File: src/rtl/rggen_apb_bridge.sv
// Host-side rggen request/response channel to APB4 master bridge.
// One transfer in flight: IDLE -> SETUP -> ACCESS (wait states / timeout) -> RESPONSE.
module rggen_apb_bridge #(
  parameter int          ADDRESS_WIDTH  = 8,
  parameter int          BUS_WIDTH      = 32,
  parameter int          TIMEOUT_CYCLES = 0,
  parameter logic [2:0]  PPROT_VALUE    = 3'b000
) (
  input  logic                     i_clk,
  input  logic                     i_rst_n,
  input  logic                     i_valid,
  output logic                     o_ready,
  input  logic [ADDRESS_WIDTH-1:0] i_address,
  input  logic                     i_write,
  input  logic [BUS_WIDTH-1:0]     i_write_data,
  input  logic [BUS_WIDTH/8-1:0]   i_strobe,
  output logic [BUS_WIDTH-1:0]     o_read_data,
  output logic [1:0]               o_status,
  output logic                     o_psel,
  output logic                     o_penable,
  output logic [ADDRESS_WIDTH-1:0] o_paddr,
  output logic [2:0]               o_pprot,
  output logic                     o_pwrite,
  output logic [BUS_WIDTH-1:0]     o_pwdata,
  output logic [BUS_WIDTH/8-1:0]   o_pstrb,
  input  logic                     i_pready,
  input  logic [BUS_WIDTH-1:0]     i_prdata,
  input  logic                     i_pslverr
);

  localparam int STRB_W   = BUS_WIDTH / 8;
  localparam int ADDR_LSB = $clog2(STRB_W);
  localparam logic [ADDRESS_WIDTH-1:0] ALIGN_MASK = {ADDRESS_WIDTH{1'b1}} << ADDR_LSB;
  localparam logic [1:0] STATUS_OKAY   = 2'b00;
  localparam logic [1:0] STATUS_SLVERR = 2'b10;

  typedef enum logic [1:0] {
    IDLE     = 2'd0,
    SETUP    = 2'd1,
    ACCESS   = 2'd2,
    RESPONSE = 2'd3
  } state_t;

  state_t state;
  state_t next_state;

  logic accept;
  logic access_done;
  logic timeout_hit;
  logic timed_out;

  logic [ADDRESS_WIDTH-1:0] paddr_p0;
  logic                     pwrite_p0;
  logic [BUS_WIDTH-1:0]     pwdata_p0;
  logic [STRB_W-1:0]        pstrb_p0;
  logic [BUS_WIDTH-1:0]     read_data_p1;
  logic [1:0]               status_p1;

  function automatic logic [ADDRESS_WIDTH-1:0] align_address(input logic [ADDRESS_WIDTH-1:0] addr);
    return addr & ALIGN_MASK;
  endfunction

  function automatic logic [1:0] slave_status(input logic slverr);
    return slverr ? STATUS_SLVERR : STATUS_OKAY;
  endfunction

  assign accept      = (state == IDLE) && i_valid;
  assign access_done = (state == ACCESS) && i_pready;
  assign timed_out   = (state == ACCESS) && !i_pready && timeout_hit;

  // ACCESS wait counter: cleared outside ACCESS, so it restarts on every entry
  if (TIMEOUT_CYCLES > 0) begin : g_timeout
    localparam int CNT_W = $clog2(TIMEOUT_CYCLES + 1);
    localparam logic [CNT_W-1:0] LAST_WAIT = CNT_W'(TIMEOUT_CYCLES - 1);
    logic [CNT_W-1:0] wait_count;

    always_ff @(posedge i_clk or negedge i_rst_n) begin
      if (!i_rst_n) begin
        wait_count <= '0;
      end else if (state != ACCESS) begin
        wait_count <= '0;
      end else if (!i_pready) begin
        wait_count <= wait_count + CNT_W'(1);
      end
    end

    assign timeout_hit = (wait_count == LAST_WAIT);
  end else begin : g_no_timeout
    assign timeout_hit = 1'b0;
  end

  always_ff @(posedge i_clk or negedge i_rst_n) begin
    if (!i_rst_n) begin
      state <= IDLE;
    end else begin
      state <= next_state;
    end
  end

  always_comb begin
    next_state = state;
    case (state)
      IDLE:     if (accept) next_state = SETUP;
      SETUP:    next_state = ACCESS;
      ACCESS:   if (access_done || timed_out) next_state = RESPONSE;
      RESPONSE: next_state = IDLE;
      default:  next_state = IDLE;
    endcase
  end

  always_comb begin
    o_psel    = 1'b0;
    o_penable = 1'b0;
    o_ready   = 1'b0;
    case (state)
      SETUP:    o_psel = 1'b1;
      ACCESS: begin
        o_psel    = 1'b1;
        o_penable = 1'b1;
      end
      RESPONSE: o_ready = 1'b1;
      default:  ;
    endcase
  end

  // Request capture stage: held stable from SETUP through ACCESS
  always_ff @(posedge i_clk or negedge i_rst_n) begin
    if (!i_rst_n) begin
      paddr_p0  <= '0;
      pwrite_p0 <= 1'b0;
      pwdata_p0 <= '0;
      pstrb_p0  <= '0;
    end else if (accept) begin
      paddr_p0  <= align_address(i_address);
      pwrite_p0 <= i_write;
      pwdata_p0 <= i_write ? i_write_data : '0;
      pstrb_p0  <= i_write ? i_strobe : '0;
    end
  end

  // Response capture stage: holds until the next completion
  always_ff @(posedge i_clk or negedge i_rst_n) begin
    if (!i_rst_n) begin
      read_data_p1 <= '0;
      status_p1    <= STATUS_OKAY;
    end else if (access_done) begin
      read_data_p1 <= pwrite_p0 ? '0 : i_prdata;
      status_p1    <= slave_status(i_pslverr);
    end else if (timed_out) begin
      read_data_p1 <= '0;
      status_p1    <= STATUS_SLVERR;
    end
  end

  assign o_paddr     = paddr_p0;
  assign o_pwrite    = pwrite_p0;
  assign o_pwdata    = pwdata_p0;
  assign o_pstrb     = pstrb_p0;
  assign o_pprot     = PPROT_VALUE;
  assign o_read_data = read_data_p1;
  assign o_status    = status_p1;

endmodule

File: config.mk
export PLATFORM = sky130hd
export DESIGN_NAME = rggen_apb_bridge
export DESIGN_NICKNAME = d
export VERILOG_FILES = /design/src/rtl/rggen_apb_bridge.sv
export SDC_FILE = /design/constraint.sdc
export NUM_CORES = 1
export LEC_CHECK = 0
export ABC_AREA = 1
export ABC_CLOCK_PERIOD_IN_PS = 1700
export CAP_MARGIN = 20
export CELL_PAD_IN_SITES_DETAIL_PLACEMENT = 1
export CELL_PAD_IN_SITES_GLOBAL_PLACEMENT = 2
export CORE_ASPECT_RATIO = 0.5
export CORE_MARGIN = 5
export CORE_UTILIZATION = 22
export DETAILED_ROUTE_END_ITERATION = 10
export GPL_TIMING_DRIVEN = 0
export PLACE_DENSITY_LB_ADDON = 0.1
export SLEW_MARGIN = 15
export SYNTH_ARGS = -nofsm -noshare
export SYNTH_HDL_FRONTEND = slang
export SYNTH_SLANG_ARGS = --single-unit
File: constraint.sdc
create_clock -name i_clk -period 1.7 [get_ports i_clk]
set_clock_uncertainty 0.1 [all_clocks]
set_input_delay 0.255 -clock i_clk [delete_from_list [all_inputs] [get_ports i_clk]]
set_output_delay 0.255 -clock i_clk [all_outputs]
set_load 0.02 [all_outputs]
==> flow_metrics.py, run 1 <==
metrics = {
    "logic_synthesis": {
        "post-synth-top-count-cell": "nand2_1",
        "ys.flop_type": "dfrtp_1",
        "synth_area_sq_mm": 0.00332,
        "synth-seq-cells": 78,
        "synth_top_cell_by_area": "dfrtp_1",
        "synth_edf_count": 0,
        "yosysTopAreaCellShare_pct": 58.8,
        "synthTopCellsByArea": "dfrtp_1 59%, nand2_1 19%, o21ai_0 7.2%",
        "synth_area_per_cell_sq_um": 9.25,
        "yosysWarnings": 0,
        "async_reset_ff_share_pct": 100,
        "netlist_top_cells_count": "166 x nand2_1, 78 x dfrtp_1, 48 x o21ai_0",
        "yosysSeqAreaShare_pct": 58.8,
        "netlist_instances": 359,
        "yosys.cell_types.count": 16,
    },
    "cts": {
        "postCtsSetupBuffers": 0,
        "clock_latency_ns": 0.33,
        "cts_buffers": 9,
        "clkSinkCount": 78,
        "cts_buffer_depth": 2,
        "clk_pin_slew_worst_paths_ns": 0.06,
        "cts_root_buf": "clkbuf_16",
        "htree_num_levels": 3,
        "cts_tree": "built",
    },
    "route": {
        "avgRoutedWirePerCell_um": 14.8,
        "drtIter0Drc": 85,
        "firstDrtPassIters": 3,
        "ant_nets": 0,
        "drc": 0,
        "wl_um": 10900,
        "vias": 2949,
        "vias_per_cell": 4.00,
    },
    "grt": {
        "grt_first_pass_wirelength_um": 17500,
        "grt_pass1_vias": 3256,
        "grt_overflow": 0,
        "grt_usage_pct": 12.3,
        "grt_antenna_before_repair": 0,
        "grt_max_degree": 43,
    },
    "place": {
        "pre_cts_ws_ns": -0.0694,
        "placed_area_sq_mm": 0.00518,
        "io_buffers": 157,
        "gp_congestion": 0.708,
        "dp_hpwl_um": 8080,
    },
    "critical_path": {
        "cpPeakStageDelay_ns": 0.62,
        "worst_ep_arrival_time_ns": 1.31,
        "start_kind": "register",
        "cp_max_fo": 2,
        "crit_path_top_delay_cell": "clkdlybuf4s50_1",
        "critical_path_buf_inv_count": 1,
        "rr_endpoint": "o_read_data[8]",
        "startpoint": "o_pwdata[29]",
        "cp_top_family": "buffers and inverters",
        "crit_type": "reg -> out",
        "required_ns": 1.34,
        "crit_chain": "clkdlybuf4s50_1",
        "endpoint_kind": "output pin",
        "r2r_setup_slack_ns": 0.15,
        "reg2reg_from": "state[0]",
        "reg2reg_depth": 5,
    },
    "finish": {
        "utilization_pct": 38.0,
        "diodes": 0,
        "drive_gt1_share_pct": 12.2,
        "multi_input_area_sq_mm": 0.00114,
        "finalNetCount": 621,
        "fin_area_sq_mm": 0.00556,
        "num-fill-cells": 1685,
        "seqCellArea_sq_mm": 0.00195,
        "area_growth_pct": 67.4,
    },
    "die": {
        "rows": 31,
        "core_area_sq_mm": 0.0146,
        "start_util_pct": 22.7,
        "die_area_sq_mm": 0.0178,
        "ios": 167,
        "fp.dieH_um": 96.9,
        "die_x_um": 184,
    },
    "power": {
        "power.internal_mw": 5.93,
        "power_mw": 9.89,
        "irDropWorstVdd_mv": 0.507,
        "power_frac_comb_pct": 50.0,
        "power_per_cell_area_mw_per_mm2": 1780,
        "sw_frac_of_total_pct": 40.0,
        "leakagePower_nw": 3.05,
        "p_switching_mw": 3.96,
        "seq_power_share_pct": 32.2,
        "clkPwrFrac_pct": 17.8,
    },
    "timing": {
        "clock.fmax_mhz": 599,
        "period_minus_slack_ns": 1.67,
        "setup_tns_ns": 0,
        "slew_headroom_pct": 65.7,
        "finalHoldViolations": 0,
        "drv_slew": 0,
        "setup-violations-final": 0,
        "fin_ws_ns": 0.0300,
        "rsz0062_at_grt": "no",
        "fin_crit_sh_pct": 98.2,
        "worstMarginPinSlew_ns": 0.514,
    },
    "hold_path": {
        "min_path_type": "in -> reg",
        "holdPathStages": 3,
        "hold_start": "i_write",
        "holdPathEnd": "o_pwdata[24]",
    },
    "job": {
        "cap_viol_max_count": 0,
    },
    "outcome": {
        "status": "completed",
    },
}
## per-stage QoR
step           hold WS (ns)  std cells
6_report              0.164        737
3_3_place_gp          0.358        719
5_1_grt               0.179        737
4_1_cts               0.159        737
3_5_place_dp          0.177        720
2_1_floorplan        -0.141        364
## power groups by stage
| stage | clock network [mW] | logic [mW] | registers [mW] |
|---|---|---|---|
| after floorplan | 0 | 1.59 | 4.23 |
| after global placement | 0 | 5.15 | 3.22 |
| after detailed placement | 0 | 5.19 | 3.23 |
| after CTS | 1.84 | 5.16 | 3.22 |
| after global routing | 1.91 | 5.42 | 3.32 |
| final | 1.76 | 4.94 | 3.19 |
## how the worst max path moves through the flow
stage                 endpoint  slack, ns  depth (start not counted)
6_report          o_pwdata[29]       0.03                          1
5_1_grt        o_read_data[23]      0.001                          1
4_1_cts            o_pwdata[2]    0.00007                          1
3_5_place_dp            o_psel      -0.07                          3
3_3_place_gp   o_read_data[17]      -3.01                          1
2_1_floorplan   o_read_data[0]       0.35                          7
## layout make-up
type                    instances  area share, %
well taps                     198           4.46
clock inverters                 5          0.653
clock buffers                  11           4.19
inverters                       8          0.540
plain buffers                  28           3.94
flip-flops and latches         78           35.1
multi-input cells             250           20.5
repair buffers                159           30.6
## sequential cells by signal, summed over array words and instances, names as in the netlist
register	flops
o_paddr	6
o_pstrb	4
o_pwdata	32
o_pwrite	1
o_read_data	32
o_status	1
state	2
## metal layers
layer | vias to the layer above | track usage (%) | part of all wire [%]
met2 | 86 | 20.0 | 47
li1 | 1475 | - | -
met1 | 1381 | 15.7 | 46
met4 | 0 | 2.39 | 0.74
met5 | - | 0 | 0
met3 | 7 | 4.61 | 6.6
## cell usage in the layout, fill, tap and decap left out, types with 2 or more instances in the layout
| master | instances |
|---|---|
| conb_1 | 6 |
| clkbuf_1 | 3 |
| clkdlybuf4s50_1 | 113 |
| clkinvlp_4 | 3 |
| inv_2 | 2 |
| dlymetal6s2s_1 | 40 |
| buf_6 | 8 |
| dfrtp_1 | 77 |
| o21ai_0 | 48 |
| nand2_1 | 166 |
| o21ai_1 | 4 |
| clkbuf_16 | 9 |
| o21ai_2 | 17 |
| clkbuf_2 | 2 |
| buf_2 | 6 |
| buf_4 | 13 |
| nand3_1 | 3 |
| inv_1 | 6 |
| ha_1 | 5 |
## worst min-delay path, delay by kind of cell
family | cells | cell delay (ns)
AO/OA/AOI/OAI | 1 | 0.06
buffers and inverters | 1 | 0.16
AND/OR/NAND/NOR | 1 | 0.07
## cell families after synthesis
kind of cell | synth area share, %
AOI/OAI and AO/OA | 12.3
adders and majority gates | 1.88
buffers and inverters | 7.50
DFF | 58.8
other | 0.113
and+or+nand+nor | 19.4
## what timing repair did
action                                  4_1_cts  5_1_grt
gates resized for setup                       9       41
gates cloned                                  0        0
endpoints found under the hold margin        36        0
endpoints found under the setup margin        3       42
hold buffers                                  1        0
Note: power is estimated with default switching activity, not from simulation.
==> run 2: changes to the inputs <==
ABC_CLOCK_PERIOD_IN_PS = not set   (was 1700)
CORE_UTILIZATION = 35   (was 22)
DONT_BUFFER_PORTS = 1   (was not set)
REMOVE_ABC_BUFFERS = 1   (was not set)
==> run 2 against run 1 <==
The flow now finishes with violations (hold timing). Critical path type unchanged. Cell count is 25% lower. Worst hold slack got worse by 0.66 ns. Worst setup slack better by 0.090 ns. Critical path depth is 1 higher. Highest routed layer unchanged. Global-route usage up 3.6 points. Sequential power grew 41%. Sequential cell count stayed put. Maximum frequency is 5.7% higher. Utilization rose by 10 points. Die area shrank 35%. First-iteration DRC count down 26%. Via count is 9.7% lower.
==> flow_metrics.py, run 2 (synthesized netlist as in run 1, its figures left out) <==
metrics = {
    "route": {
        "drc": 0,
        "drtIter0Drc": 63,
        "avgRoutedWirePerCell_um": 17.4,
        "ant_nets": 0,
        "vias": 2663,
        "firstDrtPassIters": 4,
        "vias_per_cell": 4.80,
        "wl_um": 9680,
    },
    "cts": {
        "htree_num_levels": 3,
        "clkSinkCount": 78,
        "cts_tree": "built",
        "cts_root_buf": "clkbuf_16",
        "clock_latency_ns": 0.33,
        "cts_buffers": 9,
        "clk_pin_slew_worst_paths_ns": 0.06,
        "ctsHoldBuffers": 78,
        "cts_buffer_depth": 2,
    },
    "finish": {
        "multi_input_area_sq_mm": 0.00120,
        "finalNetCount": 516,
        "num-fill-cells": 1037,
        "seqCellArea_sq_mm": 0.00195,
        "drive_gt1_share_pct": 10.1,
        "final_cell_mix": "165 x nand2_1, 78 x dfrtp_1, 77 x dlygate4sd3_1, 48 x o21ai_0, 17 x o21ai_2",
        "mostFrequentLayoutCell": "nand2_1",
        "diodes": 0,
        "area_growth_pct": 36.2,
    },
    "outcome": {
        "failed_checks": "hold timing",
        "status": "complete, but fails checks",
    },
    "die": {
        "fp.dieH_um": 78.9,
        "core_area_sq_mm": 0.00935,
        "ios": 167,
        "die_x_um": 148,
        "start_util_pct": 35.5,
        "die_area_sq_mm": 0.0117,
        "rows": 25,
    },
    "power": {
        "power_mw": 8.77,
        "irDropWorstVdd_mv": 0.710,
        "leakagePower_nw": 2.13,
        "power_per_cell_area_mw_per_mm2": 1940,
    },
    "timing": {
        "fin_crit_sh_pct": 92.9,
        "finalHoldViolations": 78,
        "drv_slew": 0,
        "clock.fmax_mhz": 633,
        "hold_slack_ns": -0.493,
        "period_minus_slack_ns": 1.58,
        "setup-violations-final": 0,
        "setup_tns_ns": 0,
        "rsz0062_at_grt": "no",
    },
    "critical_path": {
        "required_ns": 1.34,
        "r2r_setup_slack_ns": 0.13,
        "crit_type": "reg -> out",
        "cp_max_fo": 5,
        "endpoint_kind": "output pin",
        "worst_ep_arrival_time_ns": 1.22,
        "start_kind": "register",
    },
    "place": {
        "dp_hpwl_um": 5970,
        "io_buffers": 0,
        "gp_congestion": 0.721,
    },
    "grt": {
        "grt_pass1_vias": 2796,
        "grt_usage_pct": 15.9,
        "grt_overflow": 0,
        "grt_max_degree": 79,
        "grt_antenna_before_repair": 0,
        "grt_first_pass_wirelength_um": 14500,
    },
    "hold_path": {
        "min_path_type": "in -> async",
    },
    "job": {
        "cap_viol_max_count": 0,
    },
}
-- run 2: final timing paths --
check                         start              end  depth (start not counted)
hold reg to reg            state[0]         state[0]                          2
max in group asynchronous   i_rst_n  o_read_data[27]                          0
setup / recovery           state[1]           o_psel                          2
min in group i_clk          i_valid         state[1]                          4
setup reg to reg           state[1]     o_pwdata[31]                          5
hold / removal              i_rst_n      o_pwdata[7]                          0
-- run 2: cell type report --
cell class	count	area share [%]
multi-input cells	251	26.6
clock inverters	3	1.44
clock buffers	13	5.98
inverters	8	0.747
well taps	121	3.35
flip-flops and latches	78	43.2
repair buffers	80	18.5
repair inverters	1	0.166
-- run 2: per-stage QoR --
step | std cells | cell area [sq um] | setup slack (ns) | util (%)
finish | 555 | 4520 | 0.120 | 48.4
global route | 555 | 4520 | 0.0345 | 48.4
CTS | 553 | 4480 | 0.00548 | 47.9
detailed placement | 459 | 3320 | -0.303 | 35.5
global placement | 457 | 3270 | -1.20 | 35.0
floorplan | 336 | 3120 | -0.693 | -
-- run 2: worst max-delay path: stages, from the launching register on --
cell	delay (ns)
dfrtp_1	0.44
inv_1	0.12
ha_4	0.33
-- run 2: power breakdown --
| part | switching, mW | internal [mW] |
|---|---|---|
| Clock | 0.726 | 1.40 |
| Combinational | 1.28 | 0.853 |
| Sequential | 1.79 | 2.72 |
-- run 2: routing by layer --
metal | GRT usage (%) | routed length (um)
met5 | 0 | 0
met4 | 4.37 | 93
met3 | 8.32 | 1080
met2 | 25.8 | 4530
met1 | 18.6 | 3980
-- run 2: timing repair --
action | 4_1_cts | 5_1_grt
buffers inserted | 0 | 0
hold endpoints to repair | 154 | 78
endpoints found under the setup margin | 75 | 53
resized for setup | 5 | 6
pin swaps | 0 | 1
cloned | 0 | 2
